### config.mk
export PLATFORM = sky130hd
export DESIGN_NAME = irq_ctrl
export DESIGN_NICKNAME = d
export VERILOG_FILES = /design/src/rtl/irq_ctrl.sv
export SDC_FILE = /design/constraint.sdc
export NUM_CORES = 1
export LEC_CHECK = 0
export ABC_AREA = 1
export ABC_CLOCK_PERIOD_IN_PS = 1730
export CAP_MARGIN = 25
export CORE_UTILIZATION = 30
export CTS_BUF_LIST = sky130_fd_sc_hd__clkbuf_8
export DETAILED_ROUTE_END_ITERATION = 16
export PLACE_DENSITY = 0.63
export SYNTH_ARGS = -nofsm -noshare
export SYNTH_HDL_FRONTEND = slang
export SYNTH_SLANG_ARGS = --single-unit
### constraint.sdc
create_clock -name clk -period 1.73 [get_ports clk]
set_input_delay 0.2595 -clock clk [delete_from_list [all_inputs] [get_ports clk]]
set_output_delay 0.2595 -clock clk [all_outputs]
set_load 0.05 [all_outputs]
### src/rtl/irq_ctrl.sv
// Interrupt controller: samples source lines, latches edge/level pending bits,
// masks them onto HWInt and exposes PEND/MASK/MODE/STAT as four bridge words.
module irq_ctrl #(
    parameter int unsigned        N_SRC        = 6,
    parameter logic [N_SRC-1:0]   EDGE_DEFAULT = 6'b000100
) (
    input  logic             clk,
    input  logic             reset,
    input  logic [N_SRC-1:0] irq_in,
    input  logic [1:0]       addr,
    input  logic             we,
    input  logic [31:0]      din,
    output logic [31:0]      dout,
    output logic [N_SRC-1:0] hwint,
    output logic             irq_any
);

    logic [N_SRC-1:0] r_samp;
    logic [N_SRC-1:0] r_prev;
    logic [N_SRC-1:0] r_pend;
    logic [N_SRC-1:0] r_mask;
    logic [N_SRC-1:0] r_mode;
    logic [N_SRC-1:0] r_ovf;

    logic [N_SRC-1:0] w_din;
    logic [N_SRC-1:0] w_rise;
    logic [N_SRC-1:0] w_clr;
    logic [N_SRC-1:0] w_pend_d;
    logic [N_SRC-1:0] w_ovf_d;
    logic [2:0]       w_idx;
    logic [7:0]       w_ovf_ext;
    logic             w_unused_din;

    assign w_din        = din[N_SRC-1:0];
    assign w_unused_din = ^din[31:N_SRC];

    assign w_rise = r_samp & ~r_prev;
    assign w_clr  = (we && addr == 2'd0) ? w_din : '0;

    // Edge sources: a new rise beats a same-cycle W1C. Level sources follow samp.
    assign w_pend_d = (r_mode & ((r_pend & ~w_clr) | w_rise)) | (~r_mode & r_samp);
    assign w_ovf_d  = (r_ovf & ~w_clr) | (r_mode & w_rise & r_pend);

    always_ff @(posedge clk) begin
        if (reset) begin
            r_samp <= '0;
            r_prev <= '0;
            r_pend <= '0;
            r_mask <= '0;
            r_mode <= EDGE_DEFAULT;
            r_ovf  <= '0;
        end else begin
            r_samp <= irq_in;
            r_prev <= r_samp;
            r_pend <= w_pend_d;
            r_ovf  <= w_ovf_d;
            if (we && addr == 2'd1) begin
                r_mask <= w_din;
            end
            if (we && addr == 2'd2) begin
                r_mode <= w_din;
            end
        end
    end

    assign hwint   = r_pend & r_mask;
    assign irq_any = |hwint;

    // Lowest-numbered active line has the highest priority.
    always_comb begin
        w_idx = '0;
        for (int i = int'(N_SRC) - 1; i >= 0; i--) begin
            if (hwint[i]) begin
                w_idx = 3'(i);
            end
        end
    end

    assign w_ovf_ext = 8'(r_ovf);

    always_comb begin
        dout = '0;
        unique case (addr)
            2'd0: dout = 32'(r_pend);
            2'd1: dout = 32'(r_mask);
            2'd2: dout = 32'(r_mode);
            2'd3: dout = {irq_any, 15'b0, w_ovf_ext, 5'b0, w_idx};
            default: dout = '0;
        endcase
    end

endmodule
==> qor.log, run 1 <==
[die] die area 6230 µm²
[global_route] initial antenna violation count 0
[synth] share of async-settable or async-resettable flops after synthesis 0%
[critical_path] ordered list of cells on the worst path nand2_1 > nand2_1 > inv_1 > nand3_2 > o2111ai_2 > buf_12
[critical_path] Critical Path Source Type flip-flop
[die] FP Rows 27
[timing] setup repair after global routing missed its margin yes
[cts] number of H-tree levels 2
[detailed_routing] final routed DRC violation total 0
[global_route] global-route wire length before repair 6.43 mm
[critical_path] worst reg-to-reg setup slack 0.86 ns
[critical_path] type of destination of the critical path output pin
[timing] Final Max Slew Viols 0
[synth] mean cell area of the mapped netlist 7.28 µm²
[global_route] GRT Resource Usage Total 13.6%
[min_path] count of cells along the worst hold path 2
[cells_and_area] Layout area overhead 41.1%
[critical_path] Critical Path Most Common Cell sky130_fd_sc_hd__nand2_1
[synth] number of synthesized flops with an enable pin 0
[pwr] total power after layout 1.89 mW
[die] I/O pins 82
[critical_path] buffer and inverter count on the worst path 2
[min_path] Hold Startpoint r_samp[0]
[cts] CTS clk-pin slew, worst paths 0.07 ns
[cts] Max Root-Sink Buffers 2
[pwr] worst IR drop on VDD 365 µV
[synth] yosys synthesis warning count 0
[synth] primary flip-flop cell chosen by synthesis mapping sky130_fd_sc_hd__dfxtp_1
[cells_and_area] Seq. cell area 728 µm²
[die] core area 5610 µm²
[critical_path] largest incremental delay on the critical path 0.37 ns
[detailed_routing] DRT Pass-1 Iters 4
[critical_path] cell depth of the worst flop-to-flop path 3
[placement] detailed-placement wirelength estimate 2.94 mm
[synth] unique cell type count in the Yosys netlist 26
[timing] minimum clock period after layout 1.65 ns
[synth] proportion of synthesized chip area in sequential cells 40.6%
[pwr] power density over cell area 756 nW/µm²
[cells_and_area] Multi-input gate area 835 µm²
[timing] transition time at the pin with the least slew margin 0.502 ns
[synth] flip-flop and latch count after synthesis 36
[detailed_routing] overall routed net length 3.98 mm
[synth] area share of the largest cell type after synthesis 40.6%
[run_status] result of the run finished clean
[cts] clock insertion delay at the later pin of the skew report 0.29 ns
[die] floorplan die width 78.9 µm
[global_route] maximum number of pins on one net before global-route repair 22
[detailed_routing] average wire length per cell after detail routing 10.9 µm
[cells_and_area] # diodes 0
[timing] final setup violation count 0
[die] starting density of the core 31.7%
[cells_and_area] final layout net count 336
[timing] final hold violation count 0
[cts] clock tree root buffer cell sky130_fd_sc_hd__clkbuf_8
[cells_and_area] share of cells above drive strength 1 26.2%
[global_route] vias in the first global route 1349
[synth] area of the mapped netlist 1780 µm²
[synth] largest cells by area after synthesis sky130_fd_sc_hd__dfxtp_1, sky130_fd_sc_hd__inv_1, sky130_fd_sc_hd__buf_4
[global_route] remaining global-route overflow 0
[job] MaxCap Viol Count 0
[cts] total CTS buffers 5
[min_path] Worst Hold End r_prev[0]
[timing] Sum Neg Setup Slack 0 ns
[critical_path] Worst Path Max Fanout 4
[timing] achievable frequency 604 MHz
[detailed_routing] number of routed nets with antenna violations 0
[detailed_routing] count of vias placed by the detailed router 1565
[placement] PortBufs 36
[placement] Final Wtd Congestion 0.767
[cts] CTS tree built
[pwr] leakage dissipation 1.14 nW
[critical_path] kind of cell with the highest combined delay on the critical path flip-flops
[min_path] path type of the worst min-delay path flip-flop to flip-flop
[critical_path] endpoint required time on the critical path 1.47 ns
[synth] Post-Syn Instances 244
[critical_path] worst reg2reg startpoint r_samp[0]
[critical_path] Critical Path AT 1.39 ns
[detailed_routing] via-per-instance ratio 4.28
[critical_path] depth of the critical timing path with buffers and inverters included 6
[cells_and_area] fill count 571
[detailed_routing] DRC marker count from the first detailed-route iteration 70
[die] vertical die dimension 78.9 µm
[synth] cell type with the largest total area after synthesis sky130_fd_sc_hd__dfxtp_1
[critical_path] Slowest cell on crit path sky130_fd_sc_hd__dfxtp_4
[critical_path] reg-to-reg critical path endpoint r_pend[0]
[timing] relative slew slack 66.5%
[synth] most used standard cell by instance count after synthesis sky130_fd_sc_hd__inv_1
[synth] most frequent cells after synthesis sky130_fd_sc_hd__inv_1, sky130_fd_sc_hd__nand2_1, sky130_fd_sc_hd__dfxtp_1
[critical_path] Worst Setup Path Type flip-flop to output pin
[cts] clock sink count 36
[timing] period utilisation layout 95.6%
[timing] final setup skew 0.00507 ns
repair_timing:
| action | CTS | global route |
|---|---|---|
| gates resized for setup | 10 | 13 |
| pin swaps | 2 | 1 |
| setup buffers | 0 | 1 |
| hold buffers | 0 | 0 |
| gates cloned | 0 | 0 |
| endpoints found under the hold margin | 0 | 0 |
| endpoints found under the setup margin | 11 | 4 |
layout make-up:
class / instances / share of cell area, %
Clock inverter: 2 / 0.400
Clock buffer: 6 / 3.30
Multi-Input combinational cell: 156 / 33.3
Timing Repair Buffer: 47 / 23.1
Inverter: 47 / 7.24
Tap cell: 72 / 3.60
Sequential cell: 36 / 29.1
cells by family after synthesis:
group	after synthesis	share of synthesized area (%)
AND/OR/NAND/NOR	96	26.4
buffers and inverters	70	19.5
AO/OA/AOI/OAI	41	13.3
flip-flops	36	40.6
other	1	0.211
per-layer routing:
metal / up-vias / global-route usage, % / share of wire (%)
li1: 822 / - / -
met1: 692 / 17.9 / 48
met5: - / 0 / 0
met4: 0 / 4.36 / 1.2
met2: 46 / 21.2 / 45
met3: 5 / 4.02 / 5.1
worst max path at each step:
stage	start	slack [ns]	end
detailed placement	addr[1]	-0.11	dout[5]
floorplan	r_pend[3]	0.004	dout[31]
finish	r_pend[3]	0.08	dout[2]
CTS	r_pend[2]	0.02	dout[2]
global route	r_pend[5]	-0.04	dout[0]
global placement	addr[0]	-0.1	dout[2]
where the power goes:
group	internal (mW)	switching, mW	total, mW
combinational	0.134	0.261	0.394
sequential	0.863	0.0225	0.886
clock	0.318	0.297	0.614
cells in the final DEF, fill, tap and decap left out, drive strengths merged:
cell type and n:
a31oi 2, dfxtp 36, conb 19, clkinv 2
nor2 25, nand3 19, nand4 2, o2111ai 2
buf 30, or2 1, clkbuf 7, nand2 49
inv 47, clkdlybuf4s50 14, dlygate4sd2 2, o211ai 1
o21ai 15, o221ai 2, a21oi 19
registers in the layout, indices dropped and copies added (netlist names):
| signal | cells |
|---|---|
| r_samp | 6 |
| r_ovf | 6 |
| r_mask | 6 |
| r_prev | 6 |
| r_mode | 6 |
| r_pend | 6 |
worst register-to-register path: stages, from the launching register on:
cell and delay [ns]:
sky130_fd_sc_hd__dfxtp_1 0.32, sky130_fd_sc_hd__inv_1 0.04, sky130_fd_sc_hd__or2_2 0.28, sky130_fd_sc_hd__a31oi_1 0.16
stage by stage:
| stage | instances | setup slack (ns) | hold slack, ns | util (%) | instance area [µm²] |
|---|---|---|---|---|---|
| global placement | 357 | -0.0991 | 0.420 | 41.7 | 2340 |
| detailed placement | 357 | -0.107 | 0.425 | 41.7 | 2340 |
| finish | 366 | 0.0756 | 0.432 | 44.7 | 2500 |
| global route | 366 | -0.0433 | 0.453 | 44.7 | 2500 |
| CTS | 365 | 0.0187 | 0.436 | 44.1 | 2470 |
| floorplan | 262 | 0.00413 | 0.342 | - | 1850 |
Power figures use the tool's default switching activity.
==> run 2, diff against run 1 <==
--- a/config.mk
+++ b/config.mk
@@ -5,13 +5,14 @@
 export SDC_FILE = /design/constraint.sdc
 export NUM_CORES = 1
 export LEC_CHECK = 0
-export ABC_AREA = 1
+export ABC_AREA = 0
 export ABC_CLOCK_PERIOD_IN_PS = 1730
 export CAP_MARGIN = 25
 export CORE_UTILIZATION = 30
 export CTS_BUF_LIST = sky130_fd_sc_hd__clkbuf_8
 export DETAILED_ROUTE_END_ITERATION = 16
-export PLACE_DENSITY = 0.63
+export HOLD_SLACK_MARGIN = 0.02
+export PLACE_DENSITY = 0.64
 export SYNTH_ARGS = -nofsm -noshare
 export SYNTH_HDL_FRONTEND = slang
 export SYNTH_SLANG_ARGS = --single-unit
==> run 2 against run 1 <==
The flow now finishes with violations (setup timing); critical path type unchanged; flip-flop and latch count is the same; global-route usage increased by 0.15 points; hold slack improved by 0.013 ns; maximum frequency fell by 12%; sequential power about the same.
==> qor.log, run 2 <==
[die] floorplan die width 78.0 µm [was 78.9 µm]
[cells_and_area] share of cells above drive strength 1 28.9% [was 26.2%]
[critical_path] worst setup path start r_mask[1] [was r_pend[3]]
[min_path] path type of the worst min-delay path flip-flop to flip-flop [unchanged]
[timing] Fin Hold WS 0.446 ns [was 0.432 ns]
[cells_and_area] final layout net count 305 [was 336]
[cts] CTS tree built [unchanged]
[job] MaxCap Viol Count 0 [unchanged]
[critical_path] Worst Setup EP dout[2] [unchanged]
[pwr] worst IR drop on VDD 360 µV [was 365 µV]
[die] vertical die dimension 78.0 µm [was 78.9 µm]
[detailed_routing] final routed DRC violation total 0 [unchanged]
[pwr] leakage dissipation 1.09 nW [was 1.14 nW]
[cts] CTS clk-pin slew, worst paths 0.07 ns [about the same]
[cells_and_area] commonest cells after routing, fill and taps aside sky130_fd_sc_hd__dfxtp_1, sky130_fd_sc_hd__buf_4, sky130_fd_sc_hd__nand2_1 [was sky130_fd_sc_hd__inv_1, sky130_fd_sc_hd__nand2_1, sky130_fd_sc_hd__dfxtp_1]
[critical_path] Worst Path Max Fanout 2 [was 4]
[timing] final setup skew 0.00469 ns [was 0.00507 ns]
[min_path] Hold Startpoint r_prev[3] [was r_samp[0]]
[critical_path] cell depth of the worst flop-to-flop path 3 [unchanged]
[placement] area of placed instances 2400 µm² [was 2340 µm²]
[critical_path] Worst Setup Path Type flip-flop to output pin [unchanged]
[critical_path] endpoint required time on the critical path 1.47 ns [about the same]
[cts] total CTS buffers 5 [unchanged]
[global_route] remaining global-route overflow 0 [unchanged]
[synth] primary flip-flop cell chosen by synthesis mapping sky130_fd_sc_hd__dfxtp_1 [unchanged]
[cts] clock tree root buffer cell sky130_fd_sc_hd__clkbuf_8 [unchanged]
[die] core area 5540 µm² [was 5610 µm²]
[placement] PortBufs 36 [unchanged]
[global_route] global-route wire length before repair 6.38 mm [was 6.43 mm]
[critical_path] ordered list of cells on the worst path a22oi_2 > nand3_2 > nor4_4 > o32a_1 > buf_12 [was nand2_1 > nand2_1 > inv_1 > nand3_2 > o2111ai_2 > buf_12]
[global_route] GRT Resource Usage Total 13.7% [was 13.6%]
[die] starting density of the core 31.3% [was 31.7%]
[placement] detailed-placement wirelength estimate 3.04 mm [was 2.94 mm]
[cts] clock sink count 36 [unchanged]
[run_status] result of the run finished, violations left [was finished clean]
[timing] achievable frequency 530 MHz [was 604 MHz]
[synth] most used standard cell by instance count after synthesis sky130_fd_sc_hd__dfxtp_1 [was sky130_fd_sc_hd__inv_1]
[run_status] violations in the final reports setup timing
[critical_path] reg-to-reg critical path endpoint r_pend[0] [unchanged]
[cells_and_area] # diodes 0 [unchanged]
[timing] setup repair after global routing missed its margin yes [unchanged]
[synth] yosys synthesis warning count 0 [unchanged]
[synth] most frequent cells after synthesis sky130_fd_sc_hd__dfxtp_1, sky130_fd_sc_hd__nand2_1, sky130_fd_sc_hd__buf_4 [was sky130_fd_sc_hd__inv_1, sky130_fd_sc_hd__nand2_1, sky130_fd_sc_hd__dfxtp_1]
[detailed_routing] DRC marker count from the first detailed-route iteration 65 [was 70]
[cells_and_area] commonest non-fill, non-tap cell in the layout sky130_fd_sc_hd__dfxtp_1 [was sky130_fd_sc_hd__inv_1]
[detailed_routing] via-per-instance ratio 4.61 [was 4.28]
[placement] DP Worst Slack -0.362 ns [was -0.107 ns]
[timing] final setup violation count 3 [was 0]
[global_route] initial antenna violation count 0 [unchanged]
[cts] clock insertion delay at the later pin of the skew report 0.29 ns [about the same]
[critical_path] Critical Path Source Type flip-flop [unchanged]
[die] FP Rows 27 [unchanged]
[synth] share of async-settable or async-resettable flops after synthesis 0% [unchanged]
[synth] number of synthesized flops with an enable pin 0 [unchanged]
[critical_path] Critical Path AT 1.63 ns [was 1.39 ns]
[detailed_routing] overall routed net length 3.98 mm [about the same]
[synth] mean cell area of the mapped netlist 8.53 µm² [was 7.28 µm²]
[synth] Post-Syn Instances 203 [was 244]
[detailed_routing] DRT Pass-1 Iters 4 [unchanged]
[timing] minimum clock period after layout 1.89 ns [was 1.65 ns]
[critical_path] largest incremental delay on the critical path 0.32 ns [was 0.37 ns]
[pwr] total power after layout 1.86 mW [was 1.89 mW]
[die] I/O pins 82 [unchanged]
[synth] cell type with the largest total area after synthesis sky130_fd_sc_hd__dfxtp_1 [unchanged]
[timing] final hold violation count 0 [unchanged]
[global_route] vias in the first global route 1383 [was 1349]
[cells_and_area] Layout area overhead 48.7% [was 41.1%]
[synth] area of the mapped netlist 1730 µm² [was 1780 µm²]
[cells_and_area] final std cell area, no fill 2570 µm² [was 2500 µm²]
[pwr] power density over cell area 724 nW/µm² [was 756 nW/µm²]
[timing] setup slack of the critical path after layout -0.156 ns [was 0.0756 ns]
[cts] Max Root-Sink Buffers 2 [unchanged]
[detailed_routing] count of vias placed by the detailed router 1546 [was 1565]
[synth] flip-flop and latch count after synthesis 36 [unchanged]
[detailed_routing] average wire length per cell after detail routing 11.9 µm [was 10.9 µm]
[synth] proportion of synthesized chip area in sequential cells 41.6% [was 40.6%]
[cts] number of H-tree levels 2 [unchanged]
[synth] unique cell type count in the Yosys netlist 31 [was 26]
[timing] Sum Neg Setup Slack -0.279 ns [was 0 ns]
[timing] Final Max Slew Viols 0 [unchanged]
[detailed_routing] number of routed nets with antenna violations 0 [unchanged]
[critical_path] type of destination of the critical path output pin [unchanged]
[synth] area share of the largest cell type after synthesis 41.6% [was 40.6%]
[placement] Final Wtd Congestion 0.786 [was 0.767]
[critical_path] worst reg2reg startpoint r_pend[0] [was r_samp[0]]
[die] die area 6080 µm² [was 6230 µm²]
[critical_path] worst reg-to-reg setup slack 0.90 ns [was 0.86 ns]
[critical_path] Slowest cell on crit path sky130_fd_sc_hd__dfxtp_2 [was sky130_fd_sc_hd__dfxtp_4]
[synth] largest cells by area after synthesis sky130_fd_sc_hd__dfxtp_1, sky130_fd_sc_hd__buf_4, sky130_fd_sc_hd__nand2_1 [was sky130_fd_sc_hd__dfxtp_1, sky130_fd_sc_hd__inv_1, sky130_fd_sc_hd__buf_4]
[global_route] maximum number of pins on one net before global-route repair 17 [was 22]
[timing] period utilisation layout 109% [was 95.6%]
-- run 2: changes by cell type after synthesis, sizes merged, moves of 5 or more --
| cell | before | now |
|---|---|---|
| mux2i | 0 | 8 |
| inv | 47 | 6 |
| nor2b | 0 | 14 |
| clkbuf | 0 | 5 |
| o21ai | 15 | 6 |
| nand2 | 49 | 29 |
| nand3 | 19 | 10 |
| nor2 | 25 | 12 |
| and3 | 0 | 6 |
-- run 2: metrics by stage --
stage,utilization [%],instances
final,46.5,335
after global routing,46.5,335
after CTS,45.7,333
after detailed placement,43.4,325
after global placement,43.4,325
after floorplan,-,221
-- run 2: worst min-delay path by stage --
stage                      to  slack [ns]  cells after the start
floorplan           r_samp[0]        0.39                      1
global placement     r_ovf[1]        0.43                      1
detailed placement   r_ovf[3]        0.44                      1
CTS                  r_ovf[3]        0.45                      1
global route         r_ovf[4]        0.47                      2
finish               r_ovf[3]        0.45                      1
-- run 2: final cells by class --
class	instances	area, µm²
Clock buffer	6	82.6
Tap cell	72	90.1
Inverter	6	22.5
Multi-Input combinational cell	150	935
Clock inverter	2	7.51
Timing Repair Buffer	63	713
Sequential cell	36	724
Fill cell	558	2970
-- run 2: cell families after synthesis --
group / Yosys count / synth area share [%]
buf+inv: 35 / 13.3
flops: 36 / 41.6
simple gates: 87 / 27.2
other cells: 1 / 0.217
mux: 8 / 4.62
compound gates: 36 / 13.1
-- run 2: power breakdown --
group | leakage [nW] | internal, mW | switching, mW
sequential | 0.296 | 0.860 | 0.0233
clock | 0.0538 | 0.313 | 0.289
combinational | 0.743 | 0.147 | 0.232
-- run 2: layer usage --
layer | global-route usage (%) | up-vias | part of all wire, %
met4 | 5.00 | 0 | 1.3
li1 | - | 779 | -
met3 | 4.12 | 5 | 6.1
met5 | 0 | - | 0
met1 | 17.4 | 704 | 46
met2 | 21.9 | 58 | 46
-- run 2: repair_timing --
action / 4_1_cts / 5_1_grt
buffers inserted: 0 / 2
pin swaps: 4 / 2
gates resized for setup: 15 / 7
hold buffers: 0 / 0
endpoints found under the setup margin: 11 / 6
-- run 2: critical path: cells and delay by family (launching register included) --
| kind | cells | cell delay [ns] |
|---|---|---|
| flops | 1 | 0.32 |
| buf+inv | 1 | 0.15 |
| compound gates | 2 | 0.45 |
| simple gates | 2 | 0.41 |
==> RTL edit, RTL diff (config.mk and constraints of run 2) <==
`N_SRC`: 6 -> 7.
--- a/src/rtl/irq_ctrl.sv
+++ b/src/rtl/irq_ctrl.sv
@@ -1,7 +1,7 @@
 // Interrupt controller: samples source lines, latches edge/level pending bits,
 // masks them onto HWInt and exposes PEND/MASK/MODE/STAT as four bridge words.
 module irq_ctrl #(
-    parameter int unsigned        N_SRC        = 6,
+    parameter int unsigned        N_SRC        = 7,
     parameter logic [N_SRC-1:0]   EDGE_DEFAULT = 6'b000100
 ) (
     input  logic             clk,
Interface: changed (resized hwint and irq_in); port bits go from 82 to 84. The function was not compared with the original's and may differ.
==> RTL edit against run 2 <==
Sequential cell count increased by 6. Core utilization fell by 2.7 points. Highest routed layer unchanged. Routed wire length is 11% higher. Final area rose by 8.1%. Critical endpoint is now dout[31]. Worst setup slack improved by 170 ps. Global-route usage decreased by 0.11 points. Area after synthesis grew 14%. Synthesized cell count rose by 13%. Power up 11%.
==> RTL edit: results (changes against run 2) <==
{
  "worst-endpoint-arrival": {"value": 1450, "unit": "ps", "change": "-180 ps"},
  "num_sequential": {"value": 42, "change": "+17%"},
  "multi_input_comb_cells": {"value": 166, "change": "+11%"},
  "worstPathMaxFanout": {"value": 4, "change": "+2"},
  "worst_setup_path_startpoint": {"value": "r_pend[3]$_SDFF_PP0_"},
  "area_share_clock_buf_inv": {"value": 3.42, "unit": "%", "change": "-0.081 points"},
  "sh_seq_area": {"value": 30.5, "unit": "%", "change": "+2.4 points"},
  "r2r_slack": {"value": 920, "unit": "ps", "change": "+20 ps"},
  "dp_worst_setup_slack": {"value": -219, "unit": "ps", "change": "+142 ps"},
  "routedWlPerCell": {"value": 12.3, "unit": "um", "change": "+3.9%"},
  "grt_pass1_wl": {"value": 7360, "unit": "um", "change": "+15%"},
  "vdd_ir_drop_max": {"value": 0.495, "unit": "mV", "change": "+38%"},
  "yosys-top-cells-area": {"value": "sky130_fd_sc_hd__dfxtp_1 42%, sky130_fd_sc_hd__nand2_1 8.0%, sky130_fd_sc_hd__buf_4 7.2%"},
  "syn-mean-instance-area": {"value": 8.64, "unit": "um2", "change": "+1.3%"},
  "layout-drive-gt1-share": {"value": 26.2, "unit": "%", "change": "-2.7 points"},
  "finalHoldWorstSlack": {"value": 453, "unit": "ps", "change": "+7.39 ps"},
  "multiInputGateArea": {"value": 0.00101, "unit": "mm2", "change": "+8.0%"},
  "worstHoldEndpoint": {"value": "r_ovf[5]$_SDFF_PP0_"},
  "first_global_vias": {"value": 1578, "change": "+14%"},
  "worstReg2RegStart": {"value": "r_mode[0]$_SDFFE_PP0P_"},
  "n_fill_cell": {"value": 627, "change": "+12%"},
  "switching_power": {"value": 590, "unit": "uW", "change": "+8.4%"},
  "gp_congestion": {"value": 0.760, "change": "-3.3%"},
  "detail_route.iter0.violations": {"value": 92, "change": "+42%"},
  "pwr.group.sequential": {"value": 1030, "unit": "uW", "change": "+17%"},
  "hp-start": {"value": "r_ovf[5]$_SDFF_PP0_"},
  "run_status": {"value": "finished clean"},
  "nonClockBufferCount": {"value": 57, "change": "-9.5%"},
  "timing.critical_path.to": {"value": "dout[31]"},
  "post_detail_place_hpwl": {"value": 3150, "unit": "um", "change": "+3.7%"}
}
-- RTL edit: cell types whose count changed after synthesis, sizes merged, moves of 2 or more --
cell,run 2,this run
and2,4,1
dfxtp,36,42
inv,6,9
nand3,10,8
nand4b,4,8
o211ai,0,2
a21oi,19,17
nand2,29,42
a32o,2,0
a32oi,4,7
mux2i,8,12
nor2,12,16
-- RTL edit: repair_timing --
action	4_1_cts	5_1_grt
gates resized for setup	12	14
buffers inserted	0	2
pin swaps	4	1
setup endpoints to repair	12	6
-- RTL edit: logic make-up after synthesis --
group / after synthesis / synth area share (%)
compound gates: 35 / 11.3
buf+inv: 37 / 12.8
flops: 42 / 42.5
mux: 12 / 6.07
other cells: 1 / 0.189
simple gates: 102 / 27.1
-- RTL edit: routing by layer --
metal	track usage, %	vias up	part of all wire, %
met5	0	-	0
met4	5.80	0	2.2
met3	4.47	6	5.3
met2	20.3	47	44
met1	17.9	765	48
li1	-	848	-
